`config.mk`:
```
export PLATFORM = sky130hd
export DESIGN_NAME = if_fetch_unit_flat
export DESIGN_NICKNAME = d
export VERILOG_FILES = /design/src/rtl/if_fetch_unit_if.sv /design/src/rtl/if_fetch_unit.sv /design/src/flat_wrapper.sv
export SDC_FILE = /design/constraint.sdc
export NUM_CORES = 1
export LEC_CHECK = 0
export ABC_CLOCK_PERIOD_IN_PS = 3990
export BUFFER_PORTS_ARGS = -buffer_cell sky130_fd_sc_hd__buf_2
export CAP_MARGIN = 20
export CORE_MARGIN = 2
export CORE_UTILIZATION = 57
export CTS_CLUSTER_DIAMETER = 80
export DETAILED_ROUTE_END_ITERATION = 6
export PLACE_DENSITY = 0.94
export SLEW_MARGIN = 30
export SYNTH_ARGS = -nofsm -noshare
export SYNTH_HDL_FRONTEND = slang
export SYNTH_SLANG_ARGS = --single-unit
```
`constraint.sdc`:
```
create_clock -name clk -period 3.99 [get_ports clk]
set_input_delay 0.399 -clock clk [delete_from_list [all_inputs] [get_ports clk]]
set_output_delay 0.399 -clock clk [all_outputs]
set_load 0.02 [all_outputs]
```
`src/rtl/if_fetch_unit_if.sv`:
```
// rtl/if_fetch_unit_if.sv - byte-wide instruction memory request/response bus
interface if_fetch_unit_if;
  logic        mem_req_o;
  logic [31:0] mem_addr_o;
  logic        mem_gnt_i;
  logic        mem_rvalid_i;
  logic [7:0]  mem_rdata_i;

  modport master (
    output mem_req_o,
    output mem_addr_o,
    input  mem_gnt_i,
    input  mem_rvalid_i,
    input  mem_rdata_i
  );

  modport slave (
    input  mem_req_o,
    input  mem_addr_o,
    output mem_gnt_i,
    output mem_rvalid_i,
    output mem_rdata_i
  );
endinterface

```
`src/rtl/if_fetch_unit.sv`:
```
// rtl/if_fetch_unit.sv - instruction fetch stage: 4 byte reads per word, static branch prediction
module if_fetch_unit #(
  parameter logic [31:0] RESET_PC    = 32'h0000_0000,
  parameter int          MEM_TIMEOUT = 0
) (
  input  logic                 clk,
  input  logic                 rst_n,
  input  logic [1:0]           stall_i,
  input  logic                 branch_error_i,
  input  logic [31:0]          correct_pc_i,
  if_fetch_unit_if.master      mem,
  output logic                 stallreq_o,
  output logic [31:0]          pc_o,
  output logic [31:0]          inst_o,
  output logic                 predict_result_o,
  output logic [31:0]          next_pc_o
);

  localparam logic [1:0] STALL_PASS = 2'b00;
  localparam logic [6:0] OPC_JAL    = 7'b1101111;
  localparam logic [6:0] OPC_BRANCH = 7'b1100011;

  if (MEM_TIMEOUT != 0) begin : g_timeout_unsupported
    $error("if_fetch_unit: MEM_TIMEOUT must be 0");
  end

  typedef enum logic [1:0] {FETCH, READY, FLUSH} state_t;

  state_t      state, state_next;
  logic [1:0]  byte_cnt;
  logic [31:0] fetch_pc;
  logic [31:0] inst_buf;
  logic        outstanding;
  logic        mem_req;
  logic        byte_in;
  logic        flush_pending;
  logic        pred_taken;
  logic [31:0] pred_next;
  logic [31:0] j_imm;
  logic [31:0] b_imm;

  assign byte_in        = mem.mem_rvalid_i && outstanding;
  // A grant seen during a redirect still owes us an rvalid that must be swallowed.
  assign flush_pending  = (outstanding && !mem.mem_rvalid_i) || mem.mem_gnt_i;
  assign mem.mem_req_o  = mem_req;
  assign mem.mem_addr_o = fetch_pc + {30'b0, byte_cnt};

  assign j_imm = {{12{inst_buf[31]}}, inst_buf[19:12], inst_buf[20], inst_buf[30:21], 1'b0};
  assign b_imm = {{20{inst_buf[31]}}, inst_buf[7], inst_buf[30:25], inst_buf[11:8], 1'b0};

  always_comb begin
    pred_taken = 1'b0;
    pred_next  = fetch_pc + 32'd4;
    if (inst_buf[6:0] == OPC_JAL) begin
      pred_taken = 1'b1;
      pred_next  = fetch_pc + j_imm;
    end else if (inst_buf[6:0] == OPC_BRANCH && inst_buf[31]) begin
      pred_taken = 1'b1;
      pred_next  = fetch_pc + b_imm;
    end
  end

  always_ff @(posedge clk or negedge rst_n) begin
    if (!rst_n) state <= FETCH;
    else        state <= state_next;
  end

  always_comb begin
    state_next       = state;
    mem_req          = 1'b0;
    stallreq_o       = 1'b1;
    pc_o             = 32'b0;
    inst_o           = 32'b0;
    predict_result_o = 1'b0;
    next_pc_o        = 32'b0;
    case (state)
      FETCH: begin
        mem_req = rst_n && !outstanding && !branch_error_i;
        if (byte_in && byte_cnt == 2'd3) state_next = READY;
      end
      READY: begin
        stallreq_o       = 1'b0;
        pc_o             = fetch_pc;
        inst_o           = inst_buf;
        predict_result_o = pred_taken;
        next_pc_o        = pred_next;
        if (stall_i == STALL_PASS) state_next = FETCH;
      end
      FLUSH: begin
        if (mem.mem_rvalid_i) state_next = FETCH;
      end
      default: state_next = FETCH;
    endcase
    // Inside FLUSH a redirect only retargets; the pending byte still has to drain.
    if (branch_error_i && state != FLUSH) state_next = flush_pending ? FLUSH : FETCH;
  end

  always_ff @(posedge clk or negedge rst_n) begin
    if (!rst_n) begin
      byte_cnt    <= 2'd0;
      fetch_pc    <= RESET_PC;
      inst_buf    <= 32'b0;
      outstanding <= 1'b0;
    end else if (branch_error_i) begin
      fetch_pc    <= correct_pc_i;
      byte_cnt    <= 2'd0;
      outstanding <= (state == FLUSH) ? (outstanding && !mem.mem_rvalid_i) : flush_pending;
    end else begin
      case (state)
        FETCH: begin
          if (byte_in) begin
            inst_buf[{byte_cnt, 3'b000} +: 8] <= mem.mem_rdata_i;
            byte_cnt    <= byte_cnt + 2'd1;
            outstanding <= 1'b0;
          end else if (mem_req && mem.mem_gnt_i) begin
            outstanding <= 1'b1;
          end
        end
        READY: begin
          if (stall_i == STALL_PASS) begin
            fetch_pc <= pred_next;
            byte_cnt <= 2'd0;
          end
        end
        FLUSH: begin
          if (mem.mem_rvalid_i) outstanding <= 1'b0;
        end
        default: ;
      endcase
    end
  end

endmodule

```
`src/flat_wrapper.sv`:
```
// flat-port wrapper written by rule: the top's interface ports become plain ports
module if_fetch_unit_flat 
#(
  parameter logic [31:0] RESET_PC    = 32'h0000_0000,
  parameter int          MEM_TIMEOUT = 0
)
  (clk, rst_n, stall_i, branch_error_i, correct_pc_i, stallreq_o, pc_o, inst_o, predict_result_o, next_pc_o, mem_mem_req_o, mem_mem_addr_o, mem_mem_gnt_i, mem_mem_rvalid_i, mem_mem_rdata_i);
  if_fetch_unit_if mem_i ();
  input  logic clk;
  input  logic rst_n;
  input  logic [1:0] stall_i;
  input  logic branch_error_i;
  input  logic [31:0] correct_pc_i;
  output logic stallreq_o;
  output logic [31:0] pc_o;
  output logic [31:0] inst_o;
  output logic predict_result_o;
  output logic [31:0] next_pc_o;
  output wire logic [$bits(mem_i.mem_req_o)-1:0] mem_mem_req_o;
  output wire logic [$bits(mem_i.mem_addr_o)-1:0] mem_mem_addr_o;
  input wire logic [$bits(mem_i.mem_gnt_i)-1:0] mem_mem_gnt_i;
  input wire logic [$bits(mem_i.mem_rvalid_i)-1:0] mem_mem_rvalid_i;
  input wire logic [$bits(mem_i.mem_rdata_i)-1:0] mem_mem_rdata_i;
  assign mem_mem_req_o = mem_i.mem_req_o;
  assign mem_mem_addr_o = mem_i.mem_addr_o;
  assign mem_i.mem_gnt_i = mem_mem_gnt_i;
  assign mem_i.mem_rvalid_i = mem_mem_rvalid_i;
  assign mem_i.mem_rdata_i = mem_mem_rdata_i;
  if_fetch_unit #(.RESET_PC(RESET_PC), .MEM_TIMEOUT(MEM_TIMEOUT)) u_core (.clk(clk), .rst_n(rst_n), .stall_i(stall_i), .branch_error_i(branch_error_i), .correct_pc_i(correct_pc_i), .mem(mem_i), .stallreq_o(stallreq_o), .pc_o(pc_o), .inst_o(inst_o), .predict_result_o(predict_result_o), .next_pc_o(next_pc_o));
endmodule
```
==> out/qor.csv <==
metric,value,unit
core_area,14500,um^2
netlist_area,8420,um^2
synth-edff-count,0,
yosysUniqueCellTypes,91,
areaGrowthSynthToFinish,14.9,%
crit_type,reg2out,
synth_common_cells,"nand2_1, nor2_1, o21ai_0, a21oi_1, dfrtp_1",
rows,44,
yosys-top-cells-area,"dfrtp_1, ha_1, nand2_1, nor2_1, and2_1",
cts_root_buf,clkbuf_16,
worst_pin_slew,974,ps
grt-busiest-layer,met2,
final_max_slew_viol_count,0,
route.detailed.drc,0,
fp.dieArea,15800,um^2
grtUsageMet3,6.97,%
grtUsageMet1,45.1,%
layout-drive-gt1-share,21.2,%
antenna_cells,0,
power,0.00244,W
skew,10.8,ps
first_pass_iters,6,
drv_cap,0,
p_per_area,252,nW/um^2
worstSetupStartpointType,flip-flop,
hpwl,22.7,mm
layout.cells.non_filler,1477,
cp.arrival,3440,ps
grt_overflow_total,0,
synth_top_area_share,20.5,%
cp_slowest_cell,dfrtp_2,
cts_tree,built,
max-slew-margin-rel,34.6,%
ant_nets,0,
grt_max_degree,70,
via_per_inst,6.65,
synth_cells,1151,
path_cells,"ha_1, fa_1, a21o_1, a21o_1, a21o_1, nor4_2, buf_4, o21ai_0, a21oi_1, xnor2_2, a21oi_1, nor2_1, buf_2",
ff2ff_path_depth,10,
synth_ff_type,dfrtp_1,
synth_seq_cells,69,
grt_pass1_vias,9371,
critPathMaxStageDelay,460,ps
clkTransAtPathRegs,70,ps
setup_viol,0,
grt_usage,37.9,%
status,finished clean,
cp_max_fo,6,
ir_drop,0.340,mV
yosysWarnings,0,
clkLatencyLatePin,360,ps
io_buffers,177,
grt_pass1_wl,48.1,mm
die_h,126,um
max_freq,260,MHz
antenna_found_initial,1,
setup.worst_path.end_class,output pin,
synthArstFlopShare,100,%
vias,9829,
synth_area_per_cell,7.31,um^2
power.leakage,4.57,nW
cp_common_cell,a21o_1,
seq_area_frac_synth,20.5,%
h-tree-depth,3,
start_util,58.1,%
syn_nets,1252,
crit_required,3590,ps
nets,1389,
avgRoutedWirePerCell,20.7,um
drtIter0Drc,1092,
synth_most_common_cell,nand2_1,
clockBufferDepth,2,
use_met2,61.7,%
synth_top_cell_by_area,dfrtp_1,
min_period_over_period,96.2,%
wl,30.6,mm
fp.dieW,126,um
gp_congestion,1.01,
dp.cells,1459,
period_needed,3840,ps
ios,178,
clock_sinks,69,
hold_path_class,in2async,
cts_buffers,9,
hold_viol,0,
fillers,1226,
==> logic make-up (layout without fill, tap and decap cells) <==
family | count (synthesis) | count (layout) | synth area share [%]
AND/OR/NAND/NOR | 510 | 510 | 30.2
AO/OA/AOI/OAI | 326 | 326 | 25.0
adder cells (fa/ha/maj) | 54 | 54 | 8.29
flip-flops | 69 | 69 | 20.5
XOR/XNOR | 83 | 83 | 8.64
buffers and inverters | 97 | 239 | 5.92
multiplexers | 12 | 12 | 1.50
==> flip-flops by register name (all words and copies together) (netlist names) <==
| register | count |
|---|---|
| u_core.byte_cnt | 2 |
| u_core.fetch_pc | 32 |
| u_core.inst_buf | 32 |
| u_core.outstanding | 1 |
| u_core.state | 2 |
==> per-stage QoR <==
| step | util, % | setup slack, ps | cell area, um^2 | hold WS [ps] | setup TNS [ps] |
|---|---|---|---|---|---|
| 2_1_floorplan | - | 130 | 8420 | 103 | 0 |
| 3_3_place_gp | 64.3 | 441 | 9310 | 475 | 0 |
| 3_5_place_dp | 64.3 | 405 | 9310 | 490 | 0 |
| 4_1_cts | 66.4 | 105 | 9610 | 248 | 0 |
| 5_1_grt | 66.8 | -50.2 | 9670 | 236 | -50.2 |
| 6_report | 66.8 | 151 | 9670 | 179 | 0 |
==> worst paths after layout <==
path                                       end  slack (ps)           startpoint
max                              next_pc_o[17]         150   u_core.fetch_pc[1]
min                         u_core.fetch_pc[4]         180                rst_n
max reg2reg                u_core.fetch_pc[30]         790  u_core.inst_buf[31]
min reg2reg                 u_core.inst_buf[6]         500   u_core.inst_buf[6]
max in group asynchronous   u_core.fetch_pc[1]        3300                rst_n
min in group clk            u_core.fetch_pc[4]         240      correct_pc_i[4]
==> layout make-up <==
type                            instances  area, um^2  area share [%]
Tap cell                              184         230            2.38
Timing Repair Buffer                  207        1110            11.5
Sequential cell                        69        1730            17.9
Inverter                               16        60.1           0.621
Clock buffer                            9         225            2.33
Clock inverter                          7        72.6           0.751
Multi-Input combinational cell        985        6230            64.5
==> routing by layer <==
layer,vias to the layer above,share of wire [%]
met5,-,0
met2,695,46
li1,4388,-
met3,192,9.6
met4,0,8.3
met1,4554,36
==> power by group <==
part	total [W]	internal, W	switching, W
combinational	0.000682	0.000258	0.000424
clock	0.000852	0.000443	0.000409
sequential	0.000902	0.000772	0.000130
==> worst max-delay path: cells and delay by family, from the launching register on <==
kind | cells | cell delay [ps]
and+or+nand+nor | 2 | 200
DFF | 1 | 460
buffers and inverters | 2 | 360
adders and majority gates | 2 | 670
xor gates and xnor gates | 1 | 150
AOI/OAI and AO/OA | 6 | 1260
==> timing repair <==
action                                  in CTS  in global routing
hold buffers                                 0                  0
gates resized for setup                      1                 10
cloned                                       0                  0
buffers inserted                             0                  2
endpoints found under the setup margin       1                  9
hold endpoints to repair                     0                  0
==> layout by cell type, fill, tap and decap left out, types with 7 or more instances in the layout <==
cell type	Yosys	final
a211oi_1	22	22
nand3_1	24	24
ha_1	51	50
xnor2_1	41	40
inv_1	15	15
a21oi_1	82	81
xor2_1	42	42
nor3_1	27	27
o211ai_1	7	7
nor3b_1	13	12
buf_4	5	29
dfrtp_1	69	66
a21o_1	26	26
o21ai_1	11	9
o21a_1	7	7
o31ai_1	7	7
and3_1	13	13
nand2_1	162	162
a31oi_1	9	9
o21ai_0	83	83
clkbuf_16	0	9
nand4_1	24	24
and2_1	68	68
o22ai_1	9	9
buf_2	18	177
nand2b_1	14	14
nor2_1	117	117
mux2i_1	7	7
(Power assumes the default switching activity.)
